$ cat config.mk
export PLATFORM = sky130hd
export DESIGN_NAME = uart_fifo_core
export DESIGN_NICKNAME = d
export VERILOG_FILES = /design/src/rtl/uart_fifo_core.sv
export SDC_FILE = /design/constraint.sdc
export NUM_CORES = 1
export LEC_CHECK = 0
export BUFFER_PORTS_ARGS = -buffer_cell sky130_fd_sc_hd__buf_2
export CAP_MARGIN = 10
export CORE_ASPECT_RATIO = 0.75
export CORE_MARGIN = 2
export CORE_UTILIZATION = 55
export CTS_BUF_LIST = sky130_fd_sc_hd__clkbuf_8
export CTS_CLUSTER_DIAMETER = 150
export CTS_CLUSTER_SIZE = 28
export DETAILED_ROUTE_END_ITERATION = 12
export GPL_ROUTABILITY_DRIVEN = 0
export PLACE_DENSITY_LB_ADDON = 0.08
export RECOVER_POWER = 100
export SYNTH_ARGS = -nofsm -noshare
export SYNTH_HDL_FRONTEND = slang
export SYNTH_SLANG_ARGS = --single-unit
export TNS_END_PERCENT = 5
$ cat constraint.sdc
create_clock -name clk -period 6.8 [get_ports clk]
set_input_delay 1.02 -clock clk [delete_from_list [all_inputs] [get_ports clk]]
set_output_delay 1.02 -clock clk [all_outputs]
set_load 0.02 [all_outputs]
$ cat src/rtl/uart_fifo_core.sv
// uart_fifo_core
//   UART transmitter and receiver sharing one 16x-oversample tick generator,
//   with a small RX FIFO that carries {ferr, perr, data} per received frame.
//
// Ports
//   clk, rst          : clock (rising edge), asynchronous active-high reset
//   divisor           : clocks per oversample tick (0 behaves as 1)
//   data_bits         : 00=5, 01=6, 10=7, 11=8 data bits
//   parity_en/odd     : parity enable, odd parity select
//   stop2             : two stop bits on TX (RX checks only the first)
//   tx_data/valid/ready, tx_busy, txd : TX byte handshake and serial output
//   rxd               : asynchronous serial input
//   rx_data/perr/ferr/valid/ready     : FIFO head and pop handshake
//   rx_count          : FIFO occupancy
//   overrun, overrun_clr              : sticky overflow flag and its clear
module uart_fifo_core #(
    parameter int DIV_W      = 16,
    parameter int FIFO_DEPTH = 8
) (
    input  logic                          clk,
    input  logic                          rst,
    input  logic [DIV_W-1:0]              divisor,
    input  logic [1:0]                    data_bits,
    input  logic                          parity_en,
    input  logic                          parity_odd,
    input  logic                          stop2,
    input  logic [7:0]                    tx_data,
    input  logic                          tx_valid,
    output logic                          tx_ready,
    output logic                          tx_busy,
    output logic                          txd,
    input  logic                          rxd,
    output logic [7:0]                    rx_data,
    output logic                          rx_perr,
    output logic                          rx_ferr,
    output logic                          rx_valid,
    input  logic                          rx_ready,
    output logic [$clog2(FIFO_DEPTH):0]   rx_count,
    output logic                          overrun,
    input  logic                          overrun_clr
);

    localparam int AW = $clog2(FIFO_DEPTH);
    localparam int CW = AW + 1;

    function automatic logic [7:0] data_mask(input logic [1:0] db);
        case (db)
            2'b00:   data_mask = 8'h1F;
            2'b01:   data_mask = 8'h3F;
            2'b10:   data_mask = 8'h7F;
            default: data_mask = 8'hFF;
        endcase
    endfunction

    // ---------------- tick generator ----------------
    logic [DIV_W-1:0] tick_cnt;
    logic [DIV_W-1:0] div_eff;
    logic             tick;

    always_comb begin
        div_eff = (divisor == '0) ? DIV_W'(1) : divisor;
        // >= keeps the counter bounded if divisor is lowered mid-count
        tick    = (tick_cnt >= div_eff - DIV_W'(1));
    end

    always_ff @(posedge clk or posedge rst) begin
        if (rst)       tick_cnt <= '0;
        else if (tick) tick_cnt <= '0;
        else           tick_cnt <= tick_cnt + DIV_W'(1);
    end

    // ---------------- transmitter ----------------
    typedef enum logic [2:0] {TX_IDLE, TX_START, TX_DATA, TX_PARITY, TX_STOP} tx_state_t;

    tx_state_t  tx_state, tx_state_n;
    logic [3:0] tx_tcnt, tx_tcnt_n;
    logic [2:0] tx_bit, tx_bit_n;
    logic [2:0] tx_last, tx_last_n;
    logic [7:0] tx_shift, tx_shift_n;
    logic       tx_pen, tx_pen_n;
    logic       tx_pbit, tx_pbit_n;
    logic       tx_two, tx_two_n;
    logic       tx_stop_cnt, tx_stop_cnt_n;
    logic       tx_bit_end;

    always_ff @(posedge clk or posedge rst) begin
        if (rst) begin
            tx_state    <= TX_IDLE;
            tx_tcnt     <= '0;
            tx_bit      <= '0;
            tx_last     <= '0;
            tx_shift    <= '0;
            tx_pen      <= 1'b0;
            tx_pbit     <= 1'b0;
            tx_two      <= 1'b0;
            tx_stop_cnt <= 1'b0;
        end else begin
            tx_state    <= tx_state_n;
            tx_tcnt     <= tx_tcnt_n;
            tx_bit      <= tx_bit_n;
            tx_last     <= tx_last_n;
            tx_shift    <= tx_shift_n;
            tx_pen      <= tx_pen_n;
            tx_pbit     <= tx_pbit_n;
            tx_two      <= tx_two_n;
            tx_stop_cnt <= tx_stop_cnt_n;
        end
    end

    always_comb begin
        tx_state_n    = tx_state;
        tx_tcnt_n     = tx_tcnt;
        tx_bit_n      = tx_bit;
        tx_last_n     = tx_last;
        tx_shift_n    = tx_shift;
        tx_pen_n      = tx_pen;
        tx_pbit_n     = tx_pbit;
        tx_two_n      = tx_two;
        tx_stop_cnt_n = tx_stop_cnt;
        tx_bit_end    = tick && (tx_tcnt == 4'd15);

        if (tick && (tx_state != TX_IDLE))
            tx_tcnt_n = tx_tcnt + 4'd1;

        case (tx_state)
            TX_IDLE: begin
                if (tx_valid) begin
                    // Frame configuration is captured here and held to the end
                    tx_state_n = TX_START;
                    tx_tcnt_n  = '0;
                    tx_shift_n = tx_data;
                    tx_last_n  = 3'd4 + {1'b0, data_bits};
                    tx_pen_n   = parity_en;
                    tx_pbit_n  = (^(tx_data & data_mask(data_bits))) ^ parity_odd;
                    tx_two_n   = stop2;
                end
            end
            TX_START: begin
                if (tx_bit_end) begin
                    tx_state_n = TX_DATA;
                    tx_bit_n   = '0;
                end
            end
            TX_DATA: begin
                if (tx_bit_end) begin
                    tx_shift_n = tx_shift >> 1;
                    if (tx_bit == tx_last) begin
                        tx_state_n    = tx_pen ? TX_PARITY : TX_STOP;
                        tx_stop_cnt_n = 1'b0;
                    end else begin
                        tx_bit_n = tx_bit + 3'd1;
                    end
                end
            end
            TX_PARITY: begin
                if (tx_bit_end) begin
                    tx_state_n    = TX_STOP;
                    tx_stop_cnt_n = 1'b0;
                end
            end
            TX_STOP: begin
                if (tx_bit_end) begin
                    if (tx_two && !tx_stop_cnt) tx_stop_cnt_n = 1'b1;
                    else                        tx_state_n    = TX_IDLE;
                end
            end
            default: tx_state_n = TX_IDLE;
        endcase
    end

    always_comb begin
        tx_ready = (tx_state == TX_IDLE);
        tx_busy  = ~tx_ready;
        case (tx_state)
            TX_START:  txd = 1'b0;
            TX_DATA:   txd = tx_shift[0];
            TX_PARITY: txd = tx_pbit;
            default:   txd = 1'b1;
        endcase
    end

    // ---------------- receiver ----------------
    typedef enum logic [2:0] {RX_IDLE, RX_START, RX_DATA, RX_PARITY, RX_STOP} rx_state_t;

    logic       rx_sync1, rx_sync2, rx_prev;
    rx_state_t  rx_state, rx_state_n;
    logic [3:0] rx_tcnt, rx_tcnt_n;
    logic [2:0] rx_bit, rx_bit_n;
    logic [2:0] rx_last, rx_last_n;
    logic [7:0] rx_shift, rx_shift_n;
    logic       rx_pen, rx_pen_n;
    logic       rx_podd, rx_podd_n;
    logic       rx_pbit, rx_pbit_n;
    logic       rx_sample;
    logic       push;
    logic [9:0] push_word;

    always_ff @(posedge clk or posedge rst) begin
        if (rst) begin
            rx_sync1 <= 1'b1;
            rx_sync2 <= 1'b1;
            rx_prev  <= 1'b1;
            rx_state <= RX_IDLE;
            rx_tcnt  <= '0;
            rx_bit   <= '0;
            rx_last  <= '0;
            rx_shift <= '0;
            rx_pen   <= 1'b0;
            rx_podd  <= 1'b0;
            rx_pbit  <= 1'b0;
        end else begin
            rx_sync1 <= rxd;
            rx_sync2 <= rx_sync1;
            rx_prev  <= rx_sync2;
            rx_state <= rx_state_n;
            rx_tcnt  <= rx_tcnt_n;
            rx_bit   <= rx_bit_n;
            rx_last  <= rx_last_n;
            rx_shift <= rx_shift_n;
            rx_pen   <= rx_pen_n;
            rx_podd  <= rx_podd_n;
            rx_pbit  <= rx_pbit_n;
        end
    end

    always_comb begin
        rx_state_n = rx_state;
        rx_tcnt_n  = rx_tcnt;
        rx_bit_n   = rx_bit;
        rx_last_n  = rx_last;
        rx_shift_n = rx_shift;
        rx_pen_n   = rx_pen;
        rx_podd_n  = rx_podd;
        rx_pbit_n  = rx_pbit;
        push       = 1'b0;
        // rx_shift holds only received bits (upper bits zeroed), so a full
        // reduction gives the parity of the configured data width
        push_word  = {~rx_sync2,
                      rx_pen & ((^rx_shift ^ rx_podd) != rx_pbit),
                      rx_shift};
        // Counter restarts at mid-start, so a wrap to 15 lands on bit centres
        rx_sample  = tick && (rx_tcnt == 4'd15);

        if (tick && (rx_state != RX_IDLE))
            rx_tcnt_n = rx_tcnt + 4'd1;

        case (rx_state)
            RX_IDLE: begin
                if (rx_prev && !rx_sync2) begin
                    rx_state_n = RX_START;
                    rx_tcnt_n  = '0;
                    rx_shift_n = '0;
                    rx_last_n  = 3'd4 + {1'b0, data_bits};
                    rx_pen_n   = parity_en;
                    rx_podd_n  = parity_odd;
                end
            end
            RX_START: begin
                if (tick && (rx_tcnt == 4'd7)) begin
                    if (rx_sync2) begin
                        rx_state_n = RX_IDLE;     // false start
                    end else begin
                        rx_state_n = RX_DATA;
                        rx_tcnt_n  = '0;
                        rx_bit_n   = '0;
                    end
                end
            end
            RX_DATA: begin
                if (rx_sample) begin
                    rx_shift_n[rx_bit] = rx_sync2;
                    if (rx_bit == rx_last) rx_state_n = rx_pen ? RX_PARITY : RX_STOP;
                    else                   rx_bit_n   = rx_bit + 3'd1;
                end
            end
            RX_PARITY: begin
                if (rx_sample) begin
                    rx_pbit_n  = rx_sync2;
                    rx_state_n = RX_STOP;
                end
            end
            RX_STOP: begin
                if (rx_sample) begin
                    push       = 1'b1;
                    rx_state_n = RX_IDLE;
                end
            end
            default: rx_state_n = RX_IDLE;
        endcase
    end

    // ---------------- RX FIFO ----------------
    logic [9:0]    mem [FIFO_DEPTH];
    logic [AW-1:0] wr_ptr, rd_ptr;
    logic          pop, full, push_ok, ovr_evt;

    always_comb begin
        rx_valid = (rx_count != '0);
        pop      = rx_valid & rx_ready;
        full     = (rx_count == CW'(FIFO_DEPTH));
        push_ok  = push & (~full | pop);
        ovr_evt  = push & full & ~pop;
        // Gate the head with rx_valid so outputs read zero when empty/reset
        {rx_ferr, rx_perr, rx_data} = rx_valid ? mem[rd_ptr] : 10'd0;
    end

    always_ff @(posedge clk) begin
        if (push_ok) mem[wr_ptr] <= push_word;
    end

    always_ff @(posedge clk or posedge rst) begin
        if (rst) begin
            wr_ptr   <= '0;
            rd_ptr   <= '0;
            rx_count <= '0;
            overrun  <= 1'b0;
        end else begin
            if (push_ok) wr_ptr <= wr_ptr + AW'(1);
            if (pop)     rd_ptr <= rd_ptr + AW'(1);
            case ({push_ok, pop})
                2'b10:   rx_count <= rx_count + CW'(1);
                2'b01:   rx_count <= rx_count - CW'(1);
                default: rx_count <= rx_count;
            endcase
            if (ovr_evt)          overrun <= 1'b1;
            else if (overrun_clr) overrun <= 1'b0;
        end
    end

endmodule

==> qor_table.md <==
| Group | Item | Reported |
|---|---|---|
| route | Count of antenna-violating nets left after detailed routing | 0 |
| setup path | Crit path arrival time | 5600 ps |
| clock network | Clock Tree Root | sky130_fd_sc_hd__clkbuf_8 |
| placement | Port buffer count | 53 |
| sta | Total setup violations reported at the end of the flow | 0 |
| setup path | Highest net fanout along the worst path | 10 |
| setup path | CP peak stage delay | 720 ps |
| yosys | Register area share after synthesis | 0.559 |
| pwr | Maximum VDD drop | 0.157 mV |
| sta | Slew at the pin with the worst max-slew slack | 4150 ps |
| floorplan | Floorplan core area | 13,800 sq um |
| sta | Setup tns final | 0 ps |
| route | Routed len/inst | 18.0 um |
| floorplan | Horizontal die dimension | 142 um |
| yosys | Flip-flop and latch count after synthesis | 159 |
| placement | Estimated wirelength of the detail-placed design | 11,100 um |
| route | Residual DRC count | 0 |
| clock network | CTS clock-pin slew for the worst setup and hold paths | 90 ps |
| setup path | Critical path class | primary input to flip-flop |
| placement | Instance area at placement | 8350 sq um |
| final layout | P&R area growth vs syn | 9.62% |
| clock network | CTS max path bufs | 2 |
| yosys | Post-synth EDFFs | 80 |
| pwr | Internal Power | 1.62 mW |
| sta | Final clock period utilization by the worst path | 0.811 |
| sta | Worst clock skew | 12.3 ps |
| yosys | Post-synthesis net count | 699 |
| final layout | Nets@finish | 762 |
| clock network | Number of levels in the clock H-tree | 4 |
| grt | Total overflow reported by the global router | 0 |
| run | Max Cap Viol | 1 |
| route | Starting DRT DRC Count | 433 |
| yosys | Library cells used by synthesis | 65 |
| pwr | Share of total power in combinational logic | 0.174 |
| yosys | Most area-consuming cells after synthesis | sky130_fd_sc_hd__edfxtp_1, sky130_fd_sc_hd__dfrtp_1, sky130_fd_sc_hd__mux4_2, sky130_fd_sc_hd__xnor2_1, sky130_fd_sc_hd__ha_1 |
| yosys | Netlist area before placement | 7850 sq um |
| yosys | Synth top area share | 0.306 |
| outcome | Violations in the final reports | capacitance limit, slew limit |
| floorplan | DIE HEIGHT | 107 um |
| setup path | Endpoint required time on the critical path | 6880 ps |
| clock network | Number of buffers added for setup after CTS | 0 |
| clock network | Resized Gates After CTS | 0 |
| pwr | Net switching power | 750 uW |
| clock network | Sinks on Clock Net | 159 |
| setup path | Setup slack on the worst flop-to-flop path | 2930 ps |
| setup path | Most frequent cell on the critical path | sky130_fd_sc_hd__nor4_1 |
| final layout | Number of cells in the finished layout apart from fillers | 890 |
| yosys | Yosys warns | 0 |
| grt | Global Route Usage Sum | 0.228 |
| clock network | Quantity of hold-fixing buffers added after cts | 0 |
| floorplan | Count of boundary I/O pins | 54 |
| final layout | Filler Cell Count | 1,098 |
| route | Pre-Repair DR Iteration Count | 5 |
| final layout | Diodes inserted | 0 |
| pwr | Flop pwr share | 0.545 |
| grt | Pin count of the biggest net entering global routing | 80 |
| clock network | Inserted Clock Buffers | 17 |
| grt | Antenna violations before repair | 0 |
| pwr | Switching fraction of total power | 0.317 |
| sta | Maximum operating frequency | 0.181 GHz |
| pwr | Proportion of power drawn by the clock network | 0.281 |
| placement | Placement-stage worst setup slack | 1080 ps |
| yosys | Synth Instances | 639 |
| sta | Final hold violations | 0 |
| sta | Fin crit period | 5510 ps |
| placement | # placed instances | 857 |
| final layout | Fraction of final layout cells with drive strength greater than 1 | 0.145 |
| floorplan | Die footprint | 15,200 sq um |
| clock network | Clock insertion delay at the later pin of the skew report | 450 ps |
| route | Total Wirelength | 16,000 um |
| floorplan | Placement row count | 37 |
| yosys | Mean instance size in the synthesized netlist | 12.3 sq um |
| yosys | Dominant synthesized flop cell | sky130_fd_sc_hd__edfxtp_1 |
| route | Via Count | 5,263 |
| pwr | Lkg Pwr | 3.34 nW |
| setup path | Worst Setup Start Kind | primary input |
| clock network | Clock tree from TritonCTS | built |
| setup path | Critical path capture point type | flip-flop |
| final layout | Post-route design area | 8600 sq um |
| floorplan | Initial cell density of the core | 0.567 |
| setup path | Cells along the critical path | clkbuf_1 > nor4_1 > and4bb_1 > a31oi_1 > ha_1 > nand2b_1 > nor4_1 > nand2_1 > xor2_1 > ha_1 > nand4_1 > nor4_1 > o31a_1 > o31a_1 > nand2_1 > nor3_1 > clkbuf_1 |
| sta | Slew headroom | -1.77 |
| sta | Number of max-slew violations in the final report | 80 |
| grt | Wire length of the first global-routing pass | 26,800 um |
| grt | Vias in the first global route | 5,237 |
| yosys | Cell taking the most area after synthesis | sky130_fd_sc_hd__edfxtp_1 |
| outcome | Outcome | finished, violations left |
| pwr | Power density relative to cell area | 275 nW/um^2 |
| route | Vias/cell | 5.91 |
| setup path | Cell with the largest stage delay on the worst path | sky130_fd_sc_hd__nor4_1 |
| sta | Worst Slack Setup Final | 1290 ps |
| worst hold path | Hold/Removal Path Class | flip-flop to flip-flop |
| sta | Setup repair after global routing missed its margin | false |
| yosys | Async set or reset register ratio after synthesis | 0.497 |
-- power by group through the flow --
stage	logic, mW	clock network (mW)	registers (mW)
5_1_grt	0.469	0.729	1.31
6_report	0.411	0.666	1.29
3_5_place_dp	0.425	0	1.30
2_1_floorplan	0.346	0	1.25
3_3_place_gp	0.406	0	1.30
4_1_cts	0.429	0.687	1.28
-- final timing paths --
kind | from | to | depth (start not counted)
max | divisor[6] | mem[3][9] | 17
max reg2reg | tick_cnt[1] | rx_count[2] | 8
max in group asynchronous | rst | tick_cnt[4] | 3
min reg2reg | rx_sync1 | rx_sync2 | 0
min in group asynchronous | rst | rd_ptr[1] | 3
min | rx_sync1 | rx_sync2 | 0
-- routing by layer --
layer,share of wire,vias up,track usage
li1,-,2501,-
met1,0.50,2609,0.346
met4,0.012,0,0.0714
met2,0.44,133,0.340
met5,0,-,0
met3,0.049,20,0.0396
-- cell usage in the layout, fill, tap and decap left out, types with 13 or more instances in the layout --
master                     count
sky130_fd_sc_hd__a21oi_1      13
sky130_fd_sc_hd__buf_2        33
sky130_fd_sc_hd__clkbuf_1     31
sky130_fd_sc_hd__clkbuf_8     17
sky130_fd_sc_hd__dfrtp_1      76
sky130_fd_sc_hd__edfxtp_1     80
sky130_fd_sc_hd__ha_1         25
sky130_fd_sc_hd__inv_1        15
sky130_fd_sc_hd__mux2i_1      18
sky130_fd_sc_hd__mux4_2       20
sky130_fd_sc_hd__nand2_1      60
sky130_fd_sc_hd__nand3_1      21
sky130_fd_sc_hd__nor2_1       61
sky130_fd_sc_hd__nor3_1       14
sky130_fd_sc_hd__o21ai_0      21
sky130_fd_sc_hd__xnor2_1      39
sky130_fd_sc_hd__xor2_1       16
-- Yosys cell counts (13+ instances only) --
cell and instances:
sky130_fd_sc_hd__dfrtp_1 76, sky130_fd_sc_hd__nand3_1 21, sky130_fd_sc_hd__a21oi_1 13, sky130_fd_sc_hd__nor3_1 14, sky130_fd_sc_hd__ha_1 25, sky130_fd_sc_hd__mux4_2 20, sky130_fd_sc_hd__xor2_1 16, sky130_fd_sc_hd__xnor2_1 39
sky130_fd_sc_hd__nor2_1 61, sky130_fd_sc_hd__mux2i_1 18, sky130_fd_sc_hd__edfxtp_1 80, sky130_fd_sc_hd__o21ai_0 21, sky130_fd_sc_hd__nand2_1 60, sky130_fd_sc_hd__inv_1 16, sky130_fd_sc_hd__clkbuf_1 17
-- state kept, by name (all words and copies together), names as in the netlist, 4 cells and up --
signal / cells
tx_shift: 8
tick_cnt: 16
mem: 80
rx_tcnt: 4
tx_tcnt: 4
rx_shift: 8
rx_count: 4
-- cell type report --
| cell class | count | area (sq um) | area share |
|---|---|---|---|
| Sequential cell | 159 | 4380 | 0.510 |
| Timing Repair Buffer | 66 | 297 | 0.0345 |
| Clock buffer | 17 | 234 | 0.0272 |
| Tap cell | 175 | 219 | 0.0255 |
| Clock inverter | 15 | 149 | 0.0173 |
| Multi-Input combinational cell | 441 | 3250 | 0.378 |
| Inverter | 17 | 65.1 | 0.00756 |
-- logic make-up (layout without fill, tap and decap cells) --
kind of cell             Yosys count  count (layout)  synth area share
XOR/XNOR                          55              55            0.0614
AND/OR/NAND/NOR                  220             220             0.140
AO/OA/AOI/OAI                     93              93            0.0871
buffers and inverters             39             115            0.0187
flip-flops                       159             159             0.559
adder cells (fa/ha/maj)           25              25            0.0399
multiplexers                      48              48            0.0947
-- through the flow --
step                      utilization  hold slack (ps)  total power [mW]
after floorplan                     -              345              1.60
final                           0.621              371              2.37
after detailed placement        0.603              357              1.73
after CTS                       0.631              371              2.40
after global placement          0.603              346              1.70
after global routing            0.621              380              2.50
-- critical path, delay by kind of cell --
family	cells	cell delay, ps
compound gates	3	710
fa+ha+maj	2	520
simple gates	9	2360
xor+xnor	1	180
buf+inv	2	810
Power figures use the tool's default switching activity.
